`src/rtl/bnn_pkg.sv`:
```
`default_nettype none
// ============================================================================
//  Module   : bnn_pkg
//  Brief    : Shared UART receiver types and default bit timing.
//  Revision : 1.0
// ============================================================================
package bnn_pkg;

    localparam int unsigned c_CLKS_PER_BIT_DEFAULT = 87;  // 10 MHz / 115200

    typedef enum logic [2:0] {
        ST_IDLE      = 3'd0,
        ST_START     = 3'd1,
        ST_DATA      = 3'd2,
        ST_STOP      = 3'd3,
        ST_WAIT_IDLE = 3'd4
    } uart_rx_state_e;

endpackage
`default_nettype wire

```
`src/rtl/uart_rx_if.sv`:
```
`default_nettype none
// ============================================================================
//  Module   : uart_rx_if
//  Brief    : Byte handshake and status bundle between uart_rx and its consumer.
//  Revision : 1.0
// ============================================================================
interface uart_rx_if;

    logic [7:0] rx_data;
    logic       rx_valid;
    logic       rx_ready;
    logic       rx_busy;
    logic       frame_err;
    logic       overrun_err;

    modport master (
        output rx_data, rx_valid, rx_busy, frame_err, overrun_err,
        input  rx_ready
    );

    modport slave (
        input  rx_data, rx_valid, rx_busy, frame_err, overrun_err,
        output rx_ready
    );

endinterface
`default_nettype wire

```
`src/rtl/sync_2ff.sv`:
```
`default_nettype none
// ============================================================================
//  Module   : sync_2ff
//  Brief    : Single-bit two-flop synchronizer with configurable reset value.
//  Revision : 1.0
// ============================================================================
module sync_2ff #(
    parameter logic RESET_VAL = 1'b1
) (
    input  logic clk,
    input  logic rst,
    input  logic d_i,
    output logic q_o
);

    logic meta_q;
    logic sync_q;

    always_ff @(posedge clk or posedge rst) begin
        if (rst) begin
            meta_q <= RESET_VAL;
            sync_q <= RESET_VAL;
        end else begin
            meta_q <= d_i;
            sync_q <= meta_q;
        end
    end

    assign q_o = sync_q;

endmodule
`default_nettype wire

```
`src/rtl/uart_rx.sv`:
```
`default_nettype none
// ============================================================================
//  Module   : uart_rx
//  Brief    : 8N1 UART receiver with one-byte holding register and error pulses.
//  Revision : 1.0
// ============================================================================
module uart_rx
    import bnn_pkg::*;
#(
    parameter int unsigned CLKS_PER_BIT = c_CLKS_PER_BIT_DEFAULT
) (
    input  logic       clk,
    input  logic       rst,
    input  logic       rx,
    uart_rx_if.master  rx_bus
);

    localparam logic [15:0] c_HALF_M1 = 16'(CLKS_PER_BIT / 2) - 16'd1;
    localparam logic [15:0] c_BIT_M1  = 16'(CLKS_PER_BIT) - 16'd1;

    logic           rx_s;
    logic           rx_prev_q;
    uart_rx_state_e state_q,     state_d;
    logic [15:0]    cnt_q,       cnt_d;
    logic [2:0]     bit_idx_q,   bit_idx_d;
    logic [7:0]     shift_q,     shift_d;
    logic           frame_ok_q,  frame_ok_d;
    logic           frame_err_q, frame_err_d;
    logic [7:0]     data_q,      data_d;
    logic           valid_q,     valid_d;
    logic           overrun_q,   overrun_d;

    sync_2ff #(
        .RESET_VAL (1'b1)
    ) u_sync (
        .clk (clk),
        .rst (rst),
        .d_i (rx),
        .q_o (rx_s)
    );

    always_ff @(posedge clk or posedge rst) begin
        if (rst) begin
            rx_prev_q   <= 1'b1;
            state_q     <= ST_IDLE;
            cnt_q       <= '0;
            bit_idx_q   <= '0;
            shift_q     <= '0;
            frame_ok_q  <= 1'b0;
            frame_err_q <= 1'b0;
            data_q      <= '0;
            valid_q     <= 1'b0;
            overrun_q   <= 1'b0;
        end else begin
            rx_prev_q   <= rx_s;
            state_q     <= state_d;
            cnt_q       <= cnt_d;
            bit_idx_q   <= bit_idx_d;
            shift_q     <= shift_d;
            frame_ok_q  <= frame_ok_d;
            frame_err_q <= frame_err_d;
            data_q      <= data_d;
            valid_q     <= valid_d;
            overrun_q   <= overrun_d;
        end
    end

    always_comb begin
        state_d     = state_q;
        cnt_d       = cnt_q;
        bit_idx_d   = bit_idx_q;
        shift_d     = shift_q;
        frame_ok_d  = 1'b0;
        frame_err_d = 1'b0;
        case (state_q)
            ST_IDLE: begin
                if (rx_prev_q && !rx_s) begin
                    state_d = ST_START;
                    cnt_d   = '0;
                end
            end
            ST_START: begin
                // Mid-start-bit check rejects glitches shorter than half a bit
                if (cnt_q == c_HALF_M1) begin
                    cnt_d     = '0;
                    bit_idx_d = '0;
                    state_d   = rx_s ? ST_IDLE : ST_DATA;
                end else begin
                    cnt_d = cnt_q + 16'd1;
                end
            end
            ST_DATA: begin
                if (cnt_q == c_BIT_M1) begin
                    cnt_d   = '0;
                    shift_d = {rx_s, shift_q[7:1]};
                    if (bit_idx_q == 3'd7) begin
                        state_d = ST_STOP;
                    end else begin
                        bit_idx_d = bit_idx_q + 3'd1;
                    end
                end else begin
                    cnt_d = cnt_q + 16'd1;
                end
            end
            ST_STOP: begin
                if (cnt_q == c_BIT_M1) begin
                    cnt_d = '0;
                    if (rx_s) begin
                        state_d    = ST_IDLE;
                        frame_ok_d = 1'b1;
                    end else begin
                        state_d     = ST_WAIT_IDLE;
                        frame_err_d = 1'b1;
                    end
                end else begin
                    cnt_d = cnt_q + 16'd1;
                end
            end
            ST_WAIT_IDLE: begin
                if (rx_s) begin
                    state_d = ST_IDLE;
                end
            end
            default: begin
                state_d = ST_IDLE;
            end
        endcase
    end

    // A good frame is committed one cycle after the stop sample; a same-cycle
    // handshake frees the holding register for the new byte.
    always_comb begin
        data_d    = data_q;
        valid_d   = valid_q;
        overrun_d = 1'b0;
        if (valid_q && rx_bus.rx_ready) begin
            valid_d = 1'b0;
        end
        if (frame_ok_q) begin
            if (!valid_q || rx_bus.rx_ready) begin
                data_d  = shift_q;
                valid_d = 1'b1;
            end else begin
                overrun_d = 1'b1;
            end
        end
    end

    assign rx_bus.rx_data     = data_q;
    assign rx_bus.rx_valid    = valid_q;
    assign rx_bus.rx_busy     = (state_q != ST_IDLE);
    assign rx_bus.frame_err   = frame_err_q;
    assign rx_bus.overrun_err = overrun_q;

endmodule
`default_nettype wire

```
`src/flat_wrapper.sv`:
```
// flat-port wrapper written by rule: the top's interface ports become plain ports
module uart_rx_flat import bnn_pkg::*;
#(
    parameter int unsigned CLKS_PER_BIT = c_CLKS_PER_BIT_DEFAULT
)
  (clk, rst, rx, rx_bus_rx_data, rx_bus_rx_valid, rx_bus_rx_busy, rx_bus_frame_err, rx_bus_overrun_err, rx_bus_rx_ready);
  uart_rx_if rx_bus_i ();
  input  logic clk;
  input  logic rst;
  input  logic rx;
  output wire logic [$bits(rx_bus_i.rx_data)-1:0] rx_bus_rx_data;
  output wire logic [$bits(rx_bus_i.rx_valid)-1:0] rx_bus_rx_valid;
  output wire logic [$bits(rx_bus_i.rx_busy)-1:0] rx_bus_rx_busy;
  output wire logic [$bits(rx_bus_i.frame_err)-1:0] rx_bus_frame_err;
  output wire logic [$bits(rx_bus_i.overrun_err)-1:0] rx_bus_overrun_err;
  input wire logic [$bits(rx_bus_i.rx_ready)-1:0] rx_bus_rx_ready;
  assign rx_bus_rx_data = rx_bus_i.rx_data;
  assign rx_bus_rx_valid = rx_bus_i.rx_valid;
  assign rx_bus_rx_busy = rx_bus_i.rx_busy;
  assign rx_bus_frame_err = rx_bus_i.frame_err;
  assign rx_bus_overrun_err = rx_bus_i.overrun_err;
  assign rx_bus_i.rx_ready = rx_bus_rx_ready;
  uart_rx #(.CLKS_PER_BIT(CLKS_PER_BIT)) u_core (.clk(clk), .rst(rst), .rx(rx), .rx_bus(rx_bus_i));
endmodule
```
`config.mk`:
```
export PLATFORM = sky130hd
export DESIGN_NAME = uart_rx_flat
export DESIGN_NICKNAME = d
export VERILOG_FILES = /design/src/rtl/bnn_pkg.sv /design/src/rtl/uart_rx_if.sv /design/src/rtl/sync_2ff.sv /design/src/rtl/uart_rx.sv /design/src/flat_wrapper.sv
export SDC_FILE = /design/constraint.sdc
export NUM_CORES = 1
export LEC_CHECK = 0
export ABC_AREA = 1
export ABC_CLOCK_PERIOD_IN_PS = 1300
export BUFFER_PORTS_ARGS = -buffer_cell sky130_fd_sc_hd__buf_2
export CORE_ASPECT_RATIO = 1.75
export CORE_UTILIZATION = 54
export CTS_BUF_LIST = sky130_fd_sc_hd__clkbuf_8 sky130_fd_sc_hd__clkbuf_16
export CTS_CLUSTER_DIAMETER = 120
export DETAILED_ROUTE_END_ITERATION = 12
export GPL_ROUTABILITY_DRIVEN = 0
export PLACE_DENSITY = 0.77
export RECOVER_POWER = 25
export SYNTH_ARGS = -nofsm -noshare
export SYNTH_HDL_FRONTEND = slang
export SYNTH_SLANG_ARGS = --single-unit
```
`constraint.sdc`:
```
create_clock -name clk -period 1.3 [get_ports clk]
set_input_delay 0.065 -clock clk [delete_from_list [all_inputs] [get_ports clk]]
set_output_delay 0.065 -clock clk [all_outputs]
set_load 0.005 [all_outputs]
```
=== After elaboration in Yosys (flattened, before gate mapping) ===
Cells that the tools add are included.

* Register bits: 45
* Input bits: 4
* Output and inout port bits: 12

* $add $sub $neg: 2
* Equal/unequal tests: 14
* Mux-type cells: 28
* Reductions and logical operators: 15

{| class="wikitable"
|+ Operators by type and width
! kind !! count
|-
| $mux W16 || 3
|-
| $pmux W16 S3 || 1
|-
| $mux W3 || 10
|-
| $add A16 B1 Y16 const B || 1
|-
| $eq A16 B6 Y1 const B || 1
|-
| $eq A16 B7 Y1 const B || 1
|-
| $pmux W3 S5 || 1
|-
| $mux W1 || 11
|-
| $ne A2 B1 Y1 const B || 5
|-
| $eq A3 B2 Y1 const B || 2
|-
| $eq A3 B3 Y1 const B || 2
|-
| $pmux W3 S2 || 1
|-
| $reduce_and A2 Y1 || 3
|-
| $reduce_and A6 Y1 || 1
|-
| $reduce_bool A3 Y1 || 2
|-
| $ne A2 B2 Y1 const B || 2
|-
| $reduce_and A4 Y1 || 1
|-
| $add A3 B1 Y3 const B || 1
|-
| $eq A3 B1 Y1 const B || 1
|-
| $logic_not A3 Y1 || 1
|-
| $logic_and A1 B1 Y1 || 2
|-
| $logic_not A1 Y1 || 2
|-
| $mux W2 || 1
|-
| $reduce_bool A2 Y1 || 1
|-
| other kinds (2) || 2
|}

=== Depth between registers and ports, before layout ===
Gate-level depths: netlist of the first run.

* Depth after elaboration: 4
* Mapped depth: 11
* Mapped depth without buffers: 11

=== Modules after synthesis ===
From an unflattened synthesis of the first run, not the netlist that was laid out.

* Cell total of the unflattened synthesis: 280
* Area total of the unflattened synthesis: 2275.9 sq um

{| class="wikitable"
|+ By module, submodules not included
! module !! times used !! cells an instance !! area an instance (sq um) !! sequential area each (sq um)
|-
| uart_rx || 1 || 277 || 2219.6 || 1077.3
|-
| sync_2ff || 1 || 3 || 56.3 || 52.6
|}

=== Least setup slack after synthesis of the first run ===
Ideal clock, no wire load.

* Kind: reg-to-reg
* Start point: register u_core.cnt_q[0]
* End point: register u_core.cnt_q[3]
* Library setup time: 0.118 ns
* Data arrival time: 1.334 ns
* Required time: 1.182 ns
* Path slack: -0.152 ns
* Cell stages (with the launch flop): 12
* Cell sequence: dfrtp_1 > inv_1 > ha_1 > nand2_1 > inv_1 > nand2_1 > nor2_2 > nand2_4 > nand2_4 > nand2_4 > nor2_8 > nor2_1

* Word-level cells in the longest chain between the ends: 3

{| class="wikitable"
|+ Ends and longest elaborated chain
! what !! line !! text
|-
| start, declared || uart_rx.sv:24 || <nowiki>logic [15:0] cnt_q, cnt_d;</nowiki>
|-
| start signal, assigned || uart_rx.sv:57 || <nowiki>cnt_q <= cnt_d;</nowiki>
|-
| $add A16 B1 Y16, or another cell as far along || uart_rx.sv:89, uart_rx.sv:102, uart_rx.sv:116 ||
|-
| $mux W16, on equally long branches || uart_rx.sv:93, uart_rx.sv:106, uart_rx.sv:84 ||
|-
| $pmux W16 S3 (*) || uart_rx.sv:75 || <nowiki>case (state_q)</nowiki>
|}

Every way passes the cells marked *; elsewhere a longest branch is shown, timed or not.
A chain may end at the register's enable or synchronous reset.

=== Worst setup path after layout of the first run ===
* Start point: register u_core.cnt_q[0]
* End point: register u_core.cnt_q[0]

The elaborated chain is that of the path after synthesis.

==> flow_metrics.py, run 1 <==
metrics = {
    "timing": {
        "layout_setup_ws_ns": -0.291,
        "period_needed_ns": 1.59,
        "timing_limited_maximum_frequency_mhz": 629,
        "unrepaired_setup_endpoints_after_global_routing": "true",
        "number_of_hold_slack_violations_in_the_final_timing_report": 0,
        "final-setup-viol-count": 32,
        "timing.final.max_slew_violations": 0,
        "relSlewSlack_pct": 44.9,
        "tightest_slew_ns": 0.825,
        "finalClockSkew_ns": 0.00468,
        "finalCritPeriodShare_pct": 122,
    },
    "die": {
        "floorplan.initialDensity_pct": 56.6,
        "io_pins": 16,
        "core.rowCount": 31,
        "die-height_um": 89.2,
        "fp.dieArea_um2": 4630,
        "die_x_um": 51.9,
        "placeableCoreArea_um2": 4150,
    },
    "synth": {
        "synth.avg_cell_area_um2": 8.10,
        "synthFlopType": "dfrtp_1",
        "synth-async-reset-ratio_pct": 100,
        "yosys_warnings": 0,
        "syn_nets": 298,
        "post_synth_instance_area_um2": 2350,
        "register_area_share_after_synthesis_pct": 48.1,
        "synth_edf_count": 0,
        "ys_ff_latch": 45,
        "synth_instances": 290,
        "yosysUniqueCellTypes": 25,
    },
    "run_status": {
        "status": "finished with violations",
        "violations": "negative setup slack",
    },
    "final_layout": {
        "synthToLayoutAreaGrowth_pct": 35.5,
        "num-fill-cells": 264,
        "multi_input_combinational_cell_area_um2": 1180,
        "layout_commonest_cell": "nand2_1",
        "layout-drive-gt1-share_pct": 37.5,
        "fin_nets": 378,
        "layout.cells.most_common_list": "nand2_1, buf_4, dfrtp_1, inv_1, nor2_1",
        "final_cells": 420,
        "area.sequential_um2": 1140,
        "inserted_diodes": 0,
    },
    "global_routing": {
        "number_of_antenna_violations_at_the_first_check_in_global_routing": 0,
        "total_congestion_overflow_after_global_routing": 0,
        "grt_pass1_wl_um": 9960,
        "maximum_number_of_pins_on_one_net_before_global_route_repair": 22,
        "grt_pass1_vias": 2291,
        "groute.usage.overall_pct": 29.9,
    },
    "critical_path": {
        "critPathRequiredTime_ns": 1.49,
        "critical_path.max_fanout": 6,
        "crit_path_top_delay_cell": "dfrtp_1",
        "timing.critical_path.arrival_ns": 1.78,
        "cp-start-kind": "register",
        "critical-path-max-stage-delay_ns": 0.40,
        "worst_setup_path_end_kind": "register",
        "critPathKind": "register to register",
        "crit_path_cell_trace": "inv_2 -> ha_4 -> nand2_2 -> inv_1 -> nand2_1 -> nor2_2 -> nand2_4 -> nand2_4 -> nand2_8 -> nand2_1 -> o21ai_1",
    },
    "place": {
        "detailedPlacementHpwl_um": 4240,
        "io_buffers": 15,
        "placed_cells_incl_taps": 401,
    },
    "drt": {
        "detailroute.via_count": 2265,
        "first_iter_violations": 53,
        "drt-wirelength-per-cell_um": 15.3,
        "drt_wl_total_um": 6410,
        "remaining_antenna_violation_count": 0,
        "viasPerCell": 5.39,
        "drtPass1Iterations": 4,
        "route.detailed.drc": 0,
    },
    "power_and_ir_drop": {
        "power.density_cell_area_nw_per_um2": 1470,
        "ir_drop_mv": 1.41,
        "leakage_nw": 1.59,
        "post-layout-total-power_w": 0.00469,
    },
    "clock_tree": {
        "clkSlewWorstSetupHoldPaths_ns": 0.09,
        "cts_root_buffer_type": "clkbuf_8",
        "h-tree-depth": 2,
        "clkLatencyLatePin_ns": 0.31,
        "cts.path.max_buffers": 2,
        "cts-buffers-inserted": 5,
        "clock_sink_count": 45,
        "clock_tree_from_tritoncts": "done",
    },
    "run": {
        "total_of_max_cap_violations": 0,
    },
    "min_path": {
        "min_delay_worst_type": "primary input to register",
    },
}
critical path: cells and delay by family (launching register included):
| kind | cells | cell delay, ns |
|---|---|---|
| compound gates | 1 | 0.09 |
| fa+ha+maj | 1 | 0.13 |
| buf+inv | 2 | 0.14 |
| flops | 1 | 0.40 |
| simple gates | 7 | 0.71 |
power breakdown:
part / internal, W / switching, W
clock: 0.000388 / 0.000528
sequential: 0.00151 / 0.000118
combinational: 0.000954 / 0.00119
total: 0.00285 / 0.00184
state kept, by name, summed over array words and instances (netlist names):
name	flops
u_core.bit_idx_q	3
u_core.cnt_q	16
u_core.rx_bus.rx_valid	1
u_core.rx_bus.rx_data	8
u_core.rx_bus.overrun_err	1
u_core.u_sync.q_o	1
u_core.state_q	3
u_core.rx_bus.frame_err	1
u_core.u_sync.meta_q	1
u_core.rx_prev_q	1
u_core.frame_ok_q	1
u_core.shift_q	8
layer usage:
| layer | GRT usage [%] | up-vias | part of all wire [%] |
|---|---|---|---|
| met4 | 21.1 | 0 | 7.3 |
| met3 | 5.27 | 40 | 3.1 |
| met1 | 29.3 | 1072 | 34 |
| met5 | 0 | - | 0 |
| met2 | 54.4 | 73 | 55 |
| li1 | - | 1080 | - |
metrics by stage:
step	hold slack (ns)	setup TNS [ns]	instance area [um^2]	setup WS, ns	util, %
2_1_floorplan	0.0695	-2.67	2370	-0.145	-
6_report	0.0135	-6.47	3180	-0.291	76.7
3_5_place_dp	0.101	-5.14	2860	-0.261	68.9
4_1_cts	0.0119	-4.19	3110	-0.189	74.9
3_3_place_gp	0.0970	-3.86	2860	-0.197	68.9
5_1_grt	0.0501	-9.54	3180	-0.407	76.7
final timing paths:
check,endpoint,start,depth (start not counted),slack [ns]
min,u_core.rx_bus.overrun_err,rx_bus_rx_ready,4,0.01
max reg2reg,u_core.cnt_q[0],u_core.cnt_q[0],11,-0.29
max,u_core.cnt_q[0],u_core.cnt_q[0],11,-0.29
min reg2reg,u_core.u_sync.q_o,u_core.u_sync.meta_q,0,0.36
min in group asynchronous,u_core.shift_q[4],rst,3,0.45
max in group asynchronous,u_core.rx_bus.overrun_err,rst,4,0.22
cells in the mapped netlist (4+ instances only):
cell type / instances / share of area, %
nand2_1: 80 / 13
dfrtp_1: 42 / 45
inv_1: 36 / 5.8
nor2_1: 34 / 5.4
o21ai_0: 22 / 4.7
nand3_1: 15 / 3.2
nand4_1: 12 / 3.2
nor2_2: 5 / 1.3
o211ai_1: 5 / 1.6
ha_1: 4 / 2.1
nand2_2: 4 / 1.1
xor2_1: 4 / 1.5
kinds of logic after synthesis:
kind of cell | after synthesis | synth area share [%]
AO/OA/AOI/OAI | 33 | 8.36
buffers and inverters | 42 | 7.51
XOR/XNOR | 4 | 1.49
adder cells (fa/ha/maj) | 4 | 2.13
flip-flops | 45 | 48.1
AND/OR/NAND/NOR | 162 | 32.4
area by class of cell:
class                           instances  share of cell area (%)
Inverter                               39                    4.72
Sequential cell                        45                    35.7
Tap cell                               49                    1.93
Clock inverter                          3                   0.786
Multi-Input combinational cell        204                    37.0
Clock buffer                            5                    2.16
Timing Repair Buffer                   75                    17.7
what timing repair did:
item,4_1_cts,5_1_grt
cloned,1,0
endpoints found under the hold margin,17,0
gates resized for setup,24,20
endpoints found under the setup margin,31,33
hold buffers,2,0
buffers inserted,6,2
pin swaps,15,18
(Power assumes the default switching activity.)
==> run 2: changes to the inputs <==
--- a/config.mk
+++ b/config.mk
@@ -19,3 +19,4 @@
 export SYNTH_ARGS = -nofsm -noshare
 export SYNTH_HDL_FRONTEND = slang
 export SYNTH_SLANG_ARGS = --single-unit
+export TNS_END_PERCENT = 1
==> run 2 against run 1 <==
Effect of this change:
- the flow still finishes with violations (negative setup slack)
- cell count down 2.4%
- fmax grew 1.3%
- non-clock buffer count decreased by 8
- register-to-register slack improved by 0.02 ns
- largest cell class is now sequential cells
- highest routed layer unchanged
==> flow_metrics.py, run 2 (same netlist as run 1, synthesis figures left out) <==
metrics = {
    "final_layout": {
        "finished_core_util_pct": 72.7,
        "final_cells": 410,
        "top_register": "u_core.cnt_q",
        "layout_commonest_cell": "nand2_1",
        "layout.cells.most_common_list": "nand2_1, buf_4, dfrtp_1, inv_1, nor2_1",
        "inserted_diodes": 0,
        "layout-drive-gt1-share_pct": 31.6,
        "post-route-cell-area_um2": 3020,
        "synthToLayoutAreaGrowth_pct": 28.6,
        "largest_reg_flops": 16,
        "fin_nets": 369,
    },
    "power_and_ir_drop": {
        "pwr-share-clk_pct": 20.4,
        "power.density_cell_area_nw_per_um2": 1420,
        "leakage_nw": 1.52,
        "pwr-share-seq_pct": 37.7,
        "power_frac_comb_pct": 41.9,
        "ir_drop_mv": 1.31,
        "p_switching_w": 0.00159,
        "cell_internal_power_w": 0.00269,
        "power.switching_fraction_pct": 37.2,
    },
    "die": {
        "fp.dieArea_um2": 4630,
        "die_x_um": 51.9,
        "io_pins": 16,
        "core.rowCount": 31,
        "floorplan.initialDensity_pct": 56.6,
        "placeableCoreArea_um2": 4150,
        "die-height_um": 89.2,
    },
    "place": {
        "placed_cells_incl_taps": 401,
        "detailedPlacementHpwl_um": 4200,
        "placed_cell_area_um2": 2860,
        "io_buffers": 15,
    },
    "clock_tree": {
        "clkSlewWorstSetupHoldPaths_ns": 0.08,
        "h-tree-depth": 2,
        "cts-buffers-inserted": 5,
        "number_of_setup_buffers_added_after_cts": 0,
        "cts.path.max_buffers": 2,
        "cts_root_buffer_type": "clkbuf_8",
        "clock_tree_from_tritoncts": "done",
        "clkLatencyLatePin_ns": 0.30,
        "clock_sink_count": 45,
    },
    "global_routing": {
        "maximum_number_of_pins_on_one_net_before_global_route_repair": 46,
        "groute.usage.overall_pct": 28.9,
        "groute.layer.met1.usage_pct": 29.1,
        "number_of_antenna_violations_at_the_first_check_in_global_routing": 0,
        "grt_pass1_wl_um": 9540,
        "grt.busiest_layer": "met2",
        "grt_util_met2_pct": 50.3,
        "grt_pass1_vias": 2233,
        "total_congestion_overflow_after_global_routing": 0,
        "grt_use_met3_pct": 5.61,
    },
    "critical_path": {
        "critical-path-max-stage-delay_ns": 0.42,
        "crit_path_cell_trace": "inv_2 -> ha_4 -> nand2_4 -> inv_2 -> nand2_2 -> nor2_4 -> nand2_4 -> nand2_4 -> nand2_8 -> nor2_8 -> nor2_1",
        "critical_path.max_fanout": 6,
        "worstRegToRegCells": 11,
        "timing.critical_path.arrival_ns": 1.75,
        "rrSetupSlack_ns": -0.27,
        "worst_setup_path_end_kind": "register",
        "critPathRequiredTime_ns": 1.48,
        "path_common_cell": "nand2_4",
        "worstReg2RegStart": "u_core.cnt_q[0]",
        "critPathKind": "register to register",
        "rr_endpoint": "u_core.cnt_q[7]",
        "cp-start-kind": "register",
        "setup.worst_path.start": "u_core.cnt_q[0]",
        "crit_path_top_delay_cell": "dfrtp_1",
    },
    "timing": {
        "period_needed_ns": 1.57,
        "finalClockSkew_ns": 0.00888,
        "number_of_hold_slack_violations_in_the_final_timing_report": 0,
        "unrepaired_setup_endpoints_after_global_routing": "true",
        "timing.final.max_slew_violations": 0,
        "finalCritPeriodShare_pct": 121,
        "timing_limited_maximum_frequency_mhz": 637,
        "timing.setup.tns_ns": -6.62,
        "tightest_slew_ns": 0.612,
        "final-setup-viol-count": 31,
        "relSlewSlack_pct": 59.2,
        "layout_setup_ws_ns": -0.270,
    },
    "drt": {
        "route.detailed.drc": 0,
        "first_iter_violations": 78,
        "remaining_antenna_violation_count": 0,
        "drtPass1Iterations": 4,
        "detailroute.via_count": 2193,
        "drt-wirelength-per-cell_um": 14.2,
        "viasPerCell": 5.35,
        "drt_wl_total_um": 5810,
    },
    "min_path": {
        "hold-path-cell-count": 4,
        "hold_path_end": "u_core.rx_bus.overrun_err",
        "hold_path_startpoint": "rx_bus_rx_ready",
        "min_delay_worst_type": "primary input to register",
    },
    "run_status": {
        "violations": "negative setup slack",
        "status": "finished with violations",
    },
    "run": {
        "total_of_max_cap_violations": 0,
    },
}
-- run 2: how the worst max path moves through the flow --
stage                              endpoint  cells after the start
final                       u_core.cnt_q[7]                     11
after global routing      u_core.state_q[1]                     11
after CTS                 u_core.state_q[0]                     11
after detailed placement    u_core.cnt_q[4]                      7
after global placement      u_core.cnt_q[4]                      7
after floorplan             u_core.cnt_q[5]                     11
-- run 2: routing by layer --
layer	routed length (um)	share of wire (%)
met3	169	2.9
met5	0	0
met1	2120	36
met4	355	6.1
met2	3160	54
-- run 2: worst max-delay path, delay by kind of cell (launching register included) --
kind	cells	cell delay (ns)
adder cells (fa/ha/maj)	1	0.15
buffers and inverters	2	0.16
flip-flops	1	0.42
AND/OR/NAND/NOR	8	0.73
-- run 2: area by class of cell --
cell class	count	area, um^2
timing repair buffer	67	474
clock inverter	1	7.51
tap	49	61.3
fill	316	1130
clock buffer	6	82.6
inverter	39	146
multi-input combinational	203	1120
sequential	45	1130
-- run 2: power by group through the flow --
| stage | clock, W | sequential [W] | combinational [W] |
|---|---|---|---|
| 6_report | 0.000873 | 0.00162 | 0.00180 |
| 5_1_grt | 0.000940 | 0.00163 | 0.00195 |
| 4_1_cts | 0.000884 | 0.00161 | 0.00177 |
| 3_5_place_dp | 0 | 0.00164 | 0.00165 |
| 3_3_place_gp | 0 | 0.00164 | 0.00160 |
| 2_1_floorplan | 0 | 0.00165 | 0.000931 |
-- run 2: per-stage QoR --
step / setup WS (ns) / power [W] / hold slack, ns
finish: -0.270 / 0.00429 / 0.0827
global route: -0.364 / 0.00452 / 0.0800
CTS: -0.207 / 0.00427 / 0.0836
detailed placement: -0.324 / 0.00329 / 0.117
global placement: -0.275 / 0.00324 / 0.114
floorplan: -0.145 / 0.00258 / 0.0695
-- run 2: what timing repair did --
item                                    4_1_cts  5_1_grt
pin swaps                                     5        3
endpoints found under the hold margin        43        0
resized for setup                            18        4
hold buffers                                  2        0
endpoints found under the setup margin       31       32
